<file path="src/rtl/mem_stage.sv">
// mem_stage: memory stage between execute and writeback.
//   Non-memory ops pass alu_out through with one cycle of latency. Legal
//   loads/stores issue a one-cycle mem_req and then wait in BUSY for mem_done,
//   holding stall high. The wait is bounded by TIMEOUT cycles. HALT parks the
//   stage in HALTED until rst.
// Ports:
//   clk, rst              clock, async active-high reset
//   valid_in, alu_out,    instruction from execute (alu_out = address or
//   store_data, mem_read, result)
//   mem_write, halt
//   mem_req/wr/addr/wdata request to data memory (addr/wdata/wr held in BUSY)
//   mem_rdata/done/err    response from data memory
//   stall                 combinational backpressure to upstream
//   valid_out, wb_data,   registered result to writeback (err is qualified
//   err                   by valid_out)
//   halted                sticky halt flag
module mem_stage #(
  parameter int DATA_W  = 16,
  parameter int TIMEOUT = 15,
  parameter int CNT_W   = 4
) (
  input  logic              clk,
  input  logic              rst,
  input  logic              valid_in,
  input  logic [DATA_W-1:0] alu_out,
  input  logic [DATA_W-1:0] store_data,
  input  logic              mem_read,
  input  logic              mem_write,
  input  logic              halt,
  output logic              mem_req,
  output logic              mem_wr,
  output logic [DATA_W-1:0] mem_addr,
  output logic [DATA_W-1:0] mem_wdata,
  input  logic [DATA_W-1:0] mem_rdata,
  input  logic              mem_done,
  input  logic              mem_err,
  output logic              stall,
  output logic              valid_out,
  output logic [DATA_W-1:0] wb_data,
  output logic              err,
  output logic              halted
);

  typedef enum logic [1:0] {IDLE, BUSY, HALTED} state_t;

  state_t           state, state_nxt;
  logic [CNT_W-1:0] cnt;
  logic             accept, is_mem, bad_op, go_mem, timeout;

  always_comb begin
    accept  = (state == IDLE) && valid_in;
    is_mem  = mem_read | mem_write;
    // Conflicting flags or an odd address make the access illegal.
    bad_op  = (mem_read & mem_write) | alu_out[0];
    go_mem  = accept && !halt && is_mem && !bad_op;
    // Fires in the TIMEOUT-th BUSY cycle (cnt is 0 in the first one);
    // a done in that same cycle takes priority.
    timeout = (state == BUSY) && !mem_done && (cnt == CNT_W'(TIMEOUT - 1));
    stall   = go_mem || (state != IDLE);
  end

  always_comb begin
    state_nxt = state;
    case (state)
      IDLE: begin
        if (accept && halt)  state_nxt = HALTED;
        else if (go_mem)     state_nxt = BUSY;
      end
      BUSY:   if (mem_done || timeout) state_nxt = IDLE;
      HALTED: state_nxt = HALTED;
      default: state_nxt = IDLE;
    endcase
  end

  always_ff @(posedge clk or posedge rst) begin
    if (rst) state <= IDLE;
    else     state <= state_nxt;
  end

  always_ff @(posedge clk or posedge rst) begin
    if (rst) begin
      cnt       <= '0;
      mem_req   <= 1'b0;
      mem_wr    <= 1'b0;
      mem_addr  <= '0;
      mem_wdata <= '0;
      valid_out <= 1'b0;
      wb_data   <= '0;
      err       <= 1'b0;
      halted    <= 1'b0;
    end else begin
      mem_req   <= 1'b0;
      valid_out <= 1'b0;
      case (state)
        IDLE: begin
          if (accept) begin
            if (halt) begin
              valid_out <= 1'b1;
              wb_data   <= '0;
              err       <= 1'b0;
              halted    <= 1'b1;
            end else if (is_mem && bad_op) begin
              valid_out <= 1'b1;
              wb_data   <= '0;
              err       <= 1'b1;
            end else if (is_mem) begin
              mem_req   <= 1'b1;
              mem_wr    <= mem_write;
              mem_addr  <= alu_out;
              mem_wdata <= store_data;
              cnt       <= '0;
            end else begin
              valid_out <= 1'b1;
              wb_data   <= alu_out;
              err       <= 1'b0;
            end
          end
        end
        BUSY: begin
          cnt <= cnt + CNT_W'(1);
          if (mem_done) begin
            valid_out <= 1'b1;
            err       <= mem_err;
            wb_data   <= mem_wr ? '0 : mem_rdata;
          end else if (timeout) begin
            valid_out <= 1'b1;
            err       <= 1'b1;
            wb_data   <= '0;
          end
        end
        default: ;
      endcase
    end
  end

endmodule

</file>
<file path="config.mk">
export PLATFORM = sky130hd
export DESIGN_NAME = mem_stage
export DESIGN_NICKNAME = d
export VERILOG_FILES = /design/src/rtl/mem_stage.sv
export SDC_FILE = /design/constraint.sdc
export NUM_CORES = 1
export LEC_CHECK = 0
export CAP_MARGIN = 20
export CELL_PAD_IN_SITES_DETAIL_PLACEMENT = 1
export CELL_PAD_IN_SITES_GLOBAL_PLACEMENT = 2
export CORE_MARGIN = 2
export CORE_UTILIZATION = 29
export CTS_CLUSTER_SIZE = 12
export DETAILED_ROUTE_END_ITERATION = 6
export PLACE_DENSITY = 0.91
export SLEW_MARGIN = 0
export SYNTH_ARGS = -nofsm -noshare
export SYNTH_HDL_FRONTEND = slang
export SYNTH_SLANG_ARGS = --single-unit
</file>
<file path="constraint.sdc">
create_clock -name clk -period 3.28 [get_ports clk]
set_clock_uncertainty 0.1 [all_clocks]
set_input_delay 0.328 -clock clk [delete_from_list [all_inputs] [get_ports clk]]
set_output_delay 0.328 -clock clk [all_outputs]
set_load 0.05 [all_outputs]
</file>
==> impl_metrics.py, run 1 <==
metrics = {
    "flow_run": {
        "drv_cap": 0,
    },
    "final_layout": {
        "fillers": 896,
        "finalNetCount": 355,
        "area_growth_pct": 53.1,
        "post-route-cell-area_sq_um": 3980,
        "antenna_cells": 0,
        "final_layout_size_suffix_gt1_frac": 0.262,
    },
    "detailed_routing": {
        "drt-initial-drc-count": 30,
        "dr.pass1.iters": 4,
        "drt-wirelength-per-cell_um": 17.1,
        "vias": 1900,
        "ant_nets": 0,
        "wl_um": 6990,
        "drc_errors": 0,
        "avgViaCountPerCell": 4.65,
    },
    "worst_setup_path": {
        "end_kind": "output port",
        "arrival_ns": 2.22,
        "cp-start-kind": "input pin",
        "slowest_stage": "clkdlybuf4s50_1",
        "cp_cell_sequence": "clkdlybuf4s50_1 -> nor2_1 -> nand3_1 -> nand2_1 -> clkdlybuf4s50_1",
        "path_max_fanout": 5,
        "critPathKind": "in -> out",
        "r2r_setup_slack_ns": 0.96,
        "crit_family": "buffers and inverters",
        "cp_slowest_stage_delay_ns": 0.80,
        "path_buf_inv": 2,
        "cp.required_ns": 2.85,
        "crit_top_cell": "clkdlybuf4s50_1",
    },
    "global_route": {
        "grt_pass1_wl_um": 11300,
        "gr-total-overflow": 0,
        "grt_max_degree": 32,
        "grt_usage": 0.151,
        "grt_pass1_vias": 2180,
        "antenna_found_initial": 0,
    },
    "clock_network": {
        "clockBufferDepth": 2,
        "clkLatencyLatePin_ns": 0.33,
        "cts_hold_buf": 0,
        "cts_sinks": 59,
        "htreeDepth": 3,
        "cts_setup_buffers": 0,
        "numCtsBuffers": 9,
        "clockRootBuffer": "clkbuf_8",
        "cts.reportedPaths.clkPinSlew_ns": 0.07,
        "cts_tree": "built",
        "cts_resized": 0,
    },
    "placed_design": {
        "numPortBuffers": 109,
        "placed_area_sq_um": 3800,
        "dp_hpwl_um": 5300,
        "dp_slack_ns": 0.616,
        "globalplace.congestion": 0.741,
    },
    "sta": {
        "fin_tns_setup_ns": 0,
        "final-hold-violation-count": 0,
        "period_share": 0.808,
        "clock.fmax_mhz": 377,
        "slew_headroom": 0.568,
        "drv_slew": 0,
        "setup_viol": 0,
        "setup_slack_ns": 0.630,
        "rsz0062_at_grt": "false",
        "holdWs_ns": 0.305,
        "max_slew.worst_pin.slew_ns": 0.647,
        "min_period_ns": 2.65,
    },
    "synth": {
        "syn_area_per_cell_sq_um": 14.6,
        "yosysSeqAreaShare": 0.567,
        "synth_cell_types": 35,
        "syn_nets": 236,
        "synth_area_sq_um": 2600,
        "yosys_warnings": 0,
        "synthCells": 178,
        "ys_ff_latch": 59,
    },
    "floorplan": {
        "die_h_um": 98.7,
        "row_count": 34,
        "initial_utilization": 0.298,
        "io_pins": 110,
        "dieArea_sq_um": 9750,
        "coreArea_sq_um": 8720,
        "die_w_um": 98.7,
    },
    "power_and_ir_drop": {
        "leakage_uw": 0.00185,
        "power.density_nw_per_um2": 575,
        "vdd_ir_drop_max_uv": 246,
    },
    "status": {
        "run_status": "completed",
    },
    "hold_path": {
        "hold_path.class": "in -> async",
    },
}
## power by group
part / internal [uW] / total [uW] / switching, uW / leakage (uW)
Clock: 344 / 638 / 294 / 0.0000881
Combinational: 309 / 758 / 450 / 0.000979
Sequential: 829 / 893 / 64.2 / 0.000778
Total: 1480 / 2290 / 808 / 0.00185
## per-layer routing
| metal | wire length (um) | share of wire | GRT usage |
|---|---|---|---|
| met5 | 0 | 0 | 0 |
| met3 | 425 | 0.061 | 0.0447 |
| met2 | 3690 | 0.53 | 0.263 |
| met1 | 2810 | 0.40 | 0.174 |
| met4 | 63 | 0.0090 | 0.0601 |
## path summary, 6_finish.rpt
check | startpoint | endpoint | depth (start not counted)
max | halt | stall | 5
min | rst | mem_wdata[10]$_DFFE_PP0P_ | 2
max reg2reg | cnt[0]$_DFFE_PP0P_ | wb_data[7]$_DFFE_PP0P_ | 7
min reg2reg | halted$_DFFE_PP0P_ | halted$_DFFE_PP0P_ | 1
max in group asynchronous | rst | mem_addr[5]$_DFFE_PP0P_ | 3
min in group clk | halted$_DFFE_PP0P_ | halted$_DFFE_PP0P_ | 1
## registers in the layout, summed over array words and instances (netlist names)
register / count
wb_data: 16
err: 1
mem_wr: 1
halted: 1
cnt: 4
mem_req: 1
valid_out: 1
state: 2
mem_wdata: 16
mem_addr: 16
## synth_stat cells (all sizes together)
cell	number	share of area
maj3	1	0.0038
nand2b	2	0.0077
dfrtp	59	0.57
nand4	2	0.0072
nor2	7	0.011
a31oi	2	0.011
a22o	16	0.054
and2	1	0.0024
and2b	1	0.0029
nor3b	2	0.0077
nand3	2	0.0038
o22ai	2	0.0048
xor2	1	0.0063
buf	6	0.026
ha	2	0.0096
nand2	3	0.0053
mux2i	1	0.0038
a31o	1	0.0034
inv	8	0.012
mux2	49	0.23
o21ai	2	0.0038
a21oi	4	0.0077
clkbuf	1	0.0014
nor3	2	0.0058
a32o	1	0.0038
## cell families (layout without fill, tap and decap cells)
logic type               after synthesis  in the layout  share of synthesized area
adder cells (fa/ha/maj)                3              3                     0.0135
XOR/XNOR                               1              1                    0.00625
AO/OA/AOI/OAI                         28             28                     0.0880
flip-flops                            59             59                      0.567
buffers and inverters                 15            138                     0.0394
AND/OR/NAND/NOR                       22             22                     0.0539
multiplexers                          50             50                      0.232
## per-stage QoR
step	total power [uW]	util	cells
finish	2290	0.457	409
global route	2390	0.457	409
detailed placement	1670	0.436	394
floorplan	1360	-	178
global placement	1650	0.436	394
CTS	2320	0.457	409
## layout by cell type, fill, tap and decap left out, types with 4 or more instances in the layout
cell and instances:
clkdlybuf4s50_1 109, buf_4 6, mux2_2 38, nor2_1 6, clkbuf_8 9, a21oi_1 4, inv_1 7, mux2_4 11
dfrtp_1 59, a22o_1 16
## final cells by class
class,count,area (sq um),share of cell area
sequential,59,1480,0.371
timing repair buffer,115,1140,0.285
multi-input combinational,104,1020,0.257
tap,108,135,0.0339
clock buffer,10,128,0.0320
clock inverter,5,55.1,0.0138
inverter,8,30.0,0.00754
Power figures use the tool's default switching activity.
==> run 2: changes to the inputs <==
Settings changed: CORE_UTILIZATION 29 to 27, PLACE_DENSITY 0.91 to 0.86.
Clock period 3.28 ns to 2.7 ns, I/O delays scaled along.
==> impl_metrics.py, run 2 (synthesis results as in run 1) <==
metrics = {
    "clock_network": {
        "clockBufferDepth": 2,
        "cts_setup_buffers": 0,
        "cts_sinks": 59,
        "cts_resized": 0,
        "numCtsBuffers": 9,
        "cts_tree": "built",
        "htreeDepth": 3,
        "clkLatencyLatePin_ns": 0.33,
        "clockRootBuffer": "clkbuf_8",
        "cts.reportedPaths.clkPinSlew_ns": 0.08,
        "cts_hold_buf": 0,
    },
    "global_route": {
        "gr-total-overflow": 0,
        "grt_pass1_vias": 2234,
        "grt_max_degree": 23,
        "grt_pass1_wl_um": 11500,
        "grt_usage": 0.146,
        "antenna_found_initial": 0,
    },
    "placed_design": {
        "dp_slack_ns": 0.363,
        "globalplace.congestion": 0.761,
        "numPortBuffers": 109,
        "dp_hpwl_um": 5410,
    },
    "sta": {
        "slew_headroom": 0.641,
        "holdWs_ns": 0.155,
        "drv_slew": 0,
        "clock.fmax_mhz": 491,
        "rsz0062_at_grt": "false",
        "max_slew.worst_pin.slew_ns": 0.538,
        "period_share": 0.755,
        "final-hold-violation-count": 0,
        "min_period_ns": 2.04,
        "setup_slack_ns": 0.662,
        "setup_viol": 0,
        "fin_tns_setup_ns": 0,
    },
    "worst_setup_path": {
        "arrival_ns": 2.15,
        "cp.required_ns": 2.81,
        "cp-start-kind": "flip-flop",
        "end_kind": "flip-flop",
        "critPathKind": "reg -> reg",
        "path_max_fanout": 18,
    },
    "final_layout": {
        "final_cell_mix": "clkdlybuf4s50_1, dfrtp_1, mux2_2, a22o_1, mux2_4",
        "area_growth_pct": 54.4,
        "antenna_cells": 0,
        "ff_latch_area_sq_um": 1480,
        "fillers": 996,
        "finalNetCount": 357,
        "top_regs": "mem_addr (16), mem_wdata (16), wb_data (16)",
        "layout_commonest_cell": "clkdlybuf4s50_1",
        "multiInputGateArea_sq_um": 1020,
        "final_layout_size_suffix_gt1_frac": 0.276,
        "final_core_util": 0.433,
    },
    "hold_path": {
        "hold_path.class": "in -> async",
    },
    "floorplan": {
        "row_count": 35,
        "io_pins": 110,
        "coreArea_sq_um": 9280,
        "die_h_um": 102,
        "dieArea_sq_um": 10400,
        "initial_utilization": 0.280,
        "die_w_um": 102,
    },
    "detailed_routing": {
        "drt-wirelength-per-cell_um": 16.4,
        "drt-initial-drc-count": 15,
        "avgViaCountPerCell": 4.42,
        "dr.pass1.iters": 4,
        "drc_errors": 0,
        "vias": 1915,
        "wl_um": 7090,
        "ant_nets": 0,
    },
    "flow_run": {
        "drv_cap": 0,
    },
    "power_and_ir_drop": {
        "power.density_nw_per_um2": 679,
        "leakage_uw": 0.00185,
        "finalPower_uw": 2730,
        "vdd_ir_drop_max_uv": 339,
    },
    "status": {
        "run_status": "completed",
    },
}
run 2: changes by cell type in the layout (fill, tap and decap cells not counted):
cell,previous run,this run
buf_4,6,9
bufinv_16,1,0
clkbuf_1,1,0
clkbuf_8,9,10
clkdlybuf4s50_1,109,108
clkinv_4,0,1
clkinvlp_4,2,3
run 2: area by class of cell:
type                    count  share of cell area
flip-flops and latches     59               0.367
repair buffers            117               0.286
multi-input cells         104               0.255
well taps                 129              0.0402
clock buffers              10              0.0342
clock inverters             6              0.0103
inverters                   8             0.00747
run 2: report_power, final:
group	internal [uW]	switching [uW]	leakage (uW)
logic	376	549	0.000989
clock network	356	369	0.0000843
registers	1010	73.9	0.000778
run 2: worst paths after layout:
check	start	endpoint	slack, ns	depth (start not counted)
worst max-delay path	cnt[0]$_DFFE_PP0P_	wb_data[10]$_DFFE_PP0P_	0.66	7
worst min-delay path	rst	mem_wdata[3]$_DFFE_PP0P_	0.16	2
worst max register to register	cnt[0]$_DFFE_PP0P_	wb_data[10]$_DFFE_PP0P_	0.66	7
worst min register to register	halted$_DFFE_PP0P_	halted$_DFFE_PP0P_	0.39	1
max in group asynchronous	rst	wb_data[4]$_DFFE_PP0P_	1.67	3
min in group clk	halted$_DFFE_PP0P_	halted$_DFFE_PP0P_	0.39	1
run 2: critical path: stages (launching register included):
cell and delay [ns]:
dfrtp_1 0.40, inv_1 0.06, ha_1 0.19, a31oi_1 0.22, nor2_1 0.11, a31oi_4 0.13
buf_4 0.32, mux2_2 0.38
run 2: stage by stage:
| step | instances | instance area, sq um |
|---|---|---|
| global placement | 417 | 3840 |
| global route | 433 | 4020 |
| floorplan | 178 | 2600 |
| CTS | 433 | 4020 |
| detailed placement | 417 | 3840 |
| finish | 433 | 4020 |
run 2: layer usage:
metal / routed length, um / vias to the layer above / global-route usage
met2: 3720 / 55 / 0.260
met4: 73 / 0 / 0.0400
met3: 503 / 8 / 0.0561
met1: 2790 / 961 / 0.162
met5: 0 / - / 0
li1: - / 891 / -
==> run 3: changes to the inputs <==
Settings changed: CORE_UTILIZATION 27 to 24, PLACE_DENSITY 0.86 to 0.81.
Clock period 2.7 ns to 1.77 ns, I/O delays scaled along.
==> impl_metrics.py, run 3 (synthesis results as in run 1) <==
metrics = {
    "status": {
        "run_status": "completed",
    },
    "floorplan": {
        "dieArea_sq_um": 11700,
        "io_pins": 110,
        "die_w_um": 108,
        "initial_utilization": 0.243,
        "die_h_um": 108,
        "coreArea_sq_um": 10700,
        "row_count": 38,
    },
    "power_and_ir_drop": {
        "power.density_nw_per_um2": 1030,
        "pwr-share-seq": 0.386,
        "power_frac_comb": 0.329,
        "p_switching_uw": 1520,
        "leakage_uw": 0.00215,
        "power.share.switching": 0.354,
        "p_int_uw": 2780,
        "p_clk_frac": 0.286,
        "vdd_ir_drop_max_uv": 436,
    },
    "worst_setup_path": {
        "critPathKind": "reg -> reg",
        "r2r-start": "cnt[0]$_DFFE_PP0P_",
        "cp-start-kind": "flip-flop",
        "end_kind": "flip-flop",
        "startpoint": "cnt[0]$_DFFE_PP0P_",
        "path_max_fanout": 11,
        "cp.required_ns": 1.89,
        "arrival_ns": 1.86,
    },
    "global_route": {
        "grt_pass1_wl_um": 11400,
        "grt_pass1_vias": 2239,
        "gr-total-overflow": 0,
        "antenna_found_initial": 0,
        "grt_max_degree": 60,
        "grt_usage": 0.130,
    },
    "final_layout": {
        "antenna_cells": 0,
        "layout_commonest_cell": "dfrtp_1",
        "area_growth_pct": 61.0,
        "finalNetCount": 372,
        "final_layout_size_suffix_gt1_frac": 0.439,
        "top_regs": "mem_addr (16), mem_wdata (16), wb_data (16)",
        "final_cell_mix": "dfrtp_1, buf_4, clkdlybuf4s50_1, mux2_2, mux2_4",
    },
    "sta": {
        "clock.fmax_mhz": 576,
        "fin_tns_setup_ns": 0,
        "setup_slack_ns": 0.0328,
        "slew_headroom": 0.664,
        "max_slew.worst_pin.slew_ns": 0.503,
        "period_share": 0.981,
        "setup_viol": 0,
        "final-hold-violation-count": 0,
        "min_period_ns": 1.74,
        "drv_slew": 0,
        "rsz0062_at_grt": "true",
    },
    "placed_design": {
        "dp_hpwl_um": 5420,
        "globalplace.congestion": 0.715,
        "dp_slack_ns": -0.459,
        "numPortBuffers": 109,
    },
    "clock_network": {
        "clockRootBuffer": "clkbuf_8",
        "cts.reportedPaths.clkPinSlew_ns": 0.07,
        "numCtsBuffers": 9,
        "clkLatencyLatePin_ns": 0.34,
        "htreeDepth": 3,
        "cts_sinks": 59,
        "cts_tree": "built",
        "clockBufferDepth": 2,
    },
    "hold_path": {
        "hold_path.class": "in -> async",
    },
    "detailed_routing": {
        "ant_nets": 0,
        "drt-initial-drc-count": 37,
        "wl_um": 7300,
        "avgViaCountPerCell": 4.30,
        "vias": 1973,
        "drt-wirelength-per-cell_um": 15.9,
        "drc_errors": 0,
        "dr.pass1.iters": 4,
    },
    "flow_run": {
        "drv_cap": 0,
    },
}
==> run 3: critical path: stages, from the launching register on <==
cell     delay (ns)
dfrtp_1        0.35
inv_1          0.05
ha_2           0.19
a31oi_4        0.17
nor2_4         0.06
a31oi_4        0.19
buf_12         0.18
mux2_2         0.33
==> run 3: what timing repair did <==
| item | 4_1_cts | 5_1_grt |
|---|---|---|
| pin swaps | 2 | 2 |
| gates resized for setup | 18 | 12 |
| setup endpoints to repair | 62 | 34 |
| hold buffers | 0 | 0 |
| cloned | 0 | 0 |
| setup buffers | 2 | 2 |
==> run 3: power by group through the flow <==
stage | logic, uW | clock network (uW) | registers (uW)
final | 1410 | 1230 | 1660
after global routing | 1490 | 1330 | 1680
after CTS | 1400 | 1300 | 1660
after detailed placement | 1410 | 0 | 1680
after global placement | 1380 | 0 | 1670
after floorplan | 275 | 0 | 2250
==> run 3: final timing paths <==
path	end	slack, ns	depth (start not counted)
max reg2reg	wb_data[9]$_DFFE_PP0P_	0.03	7
min in group clk	mem_wr$_DFFE_PP0P_	0.30	2
max in group asynchronous	wb_data[0]$_DFFE_PP0P_	1.18	3
min reg2reg	halted$_DFFE_PP0P_	0.38	1
max	wb_data[9]$_DFFE_PP0P_	0.03	7
min	mem_addr[7]$_DFFE_PP0P_	0.12	3
==> run 3: layer usage <==
metal,vias to the layer above,GRT usage,share of wire
li1,910,-,-
met1,995,0.141,0.39
met2,55,0.235,0.54
met3,13,0.0356,0.054
met4,0,0.0604,0.017
met5,-,0,0
==> run 3: layout make-up <==
| cell class | instances | area [sq um] |
|---|---|---|
| clock buffer | 11 | 141 |
| clock inverter | 5 | 52.6 |
| fill | 1169 | 6510 |
| inverter | 8 | 30.0 |
| multi-input combinational | 104 | 1090 |
| sequential | 59 | 1480 |
| tap | 140 | 175 |
| timing repair buffer | 132 | 1220 |
==> run 3: per-stage QoR <==
step / std cells / total power, uW / hold WS, ns / instance area, sq um / util
after floorplan: 178 / 2530 / 0.226 / 2610 / -
after global placement: 439 / 3050 / 0.361 / 3900 / 0.365
after detailed placement: 439 / 3090 / 0.363 / 3900 / 0.365
after CTS: 457 / 4350 / 0.116 / 4120 / 0.385
after global routing: 459 / 4500 / 0.138 / 4190 / 0.392
final: 459 / 4300 / 0.118 / 4190 / 0.392
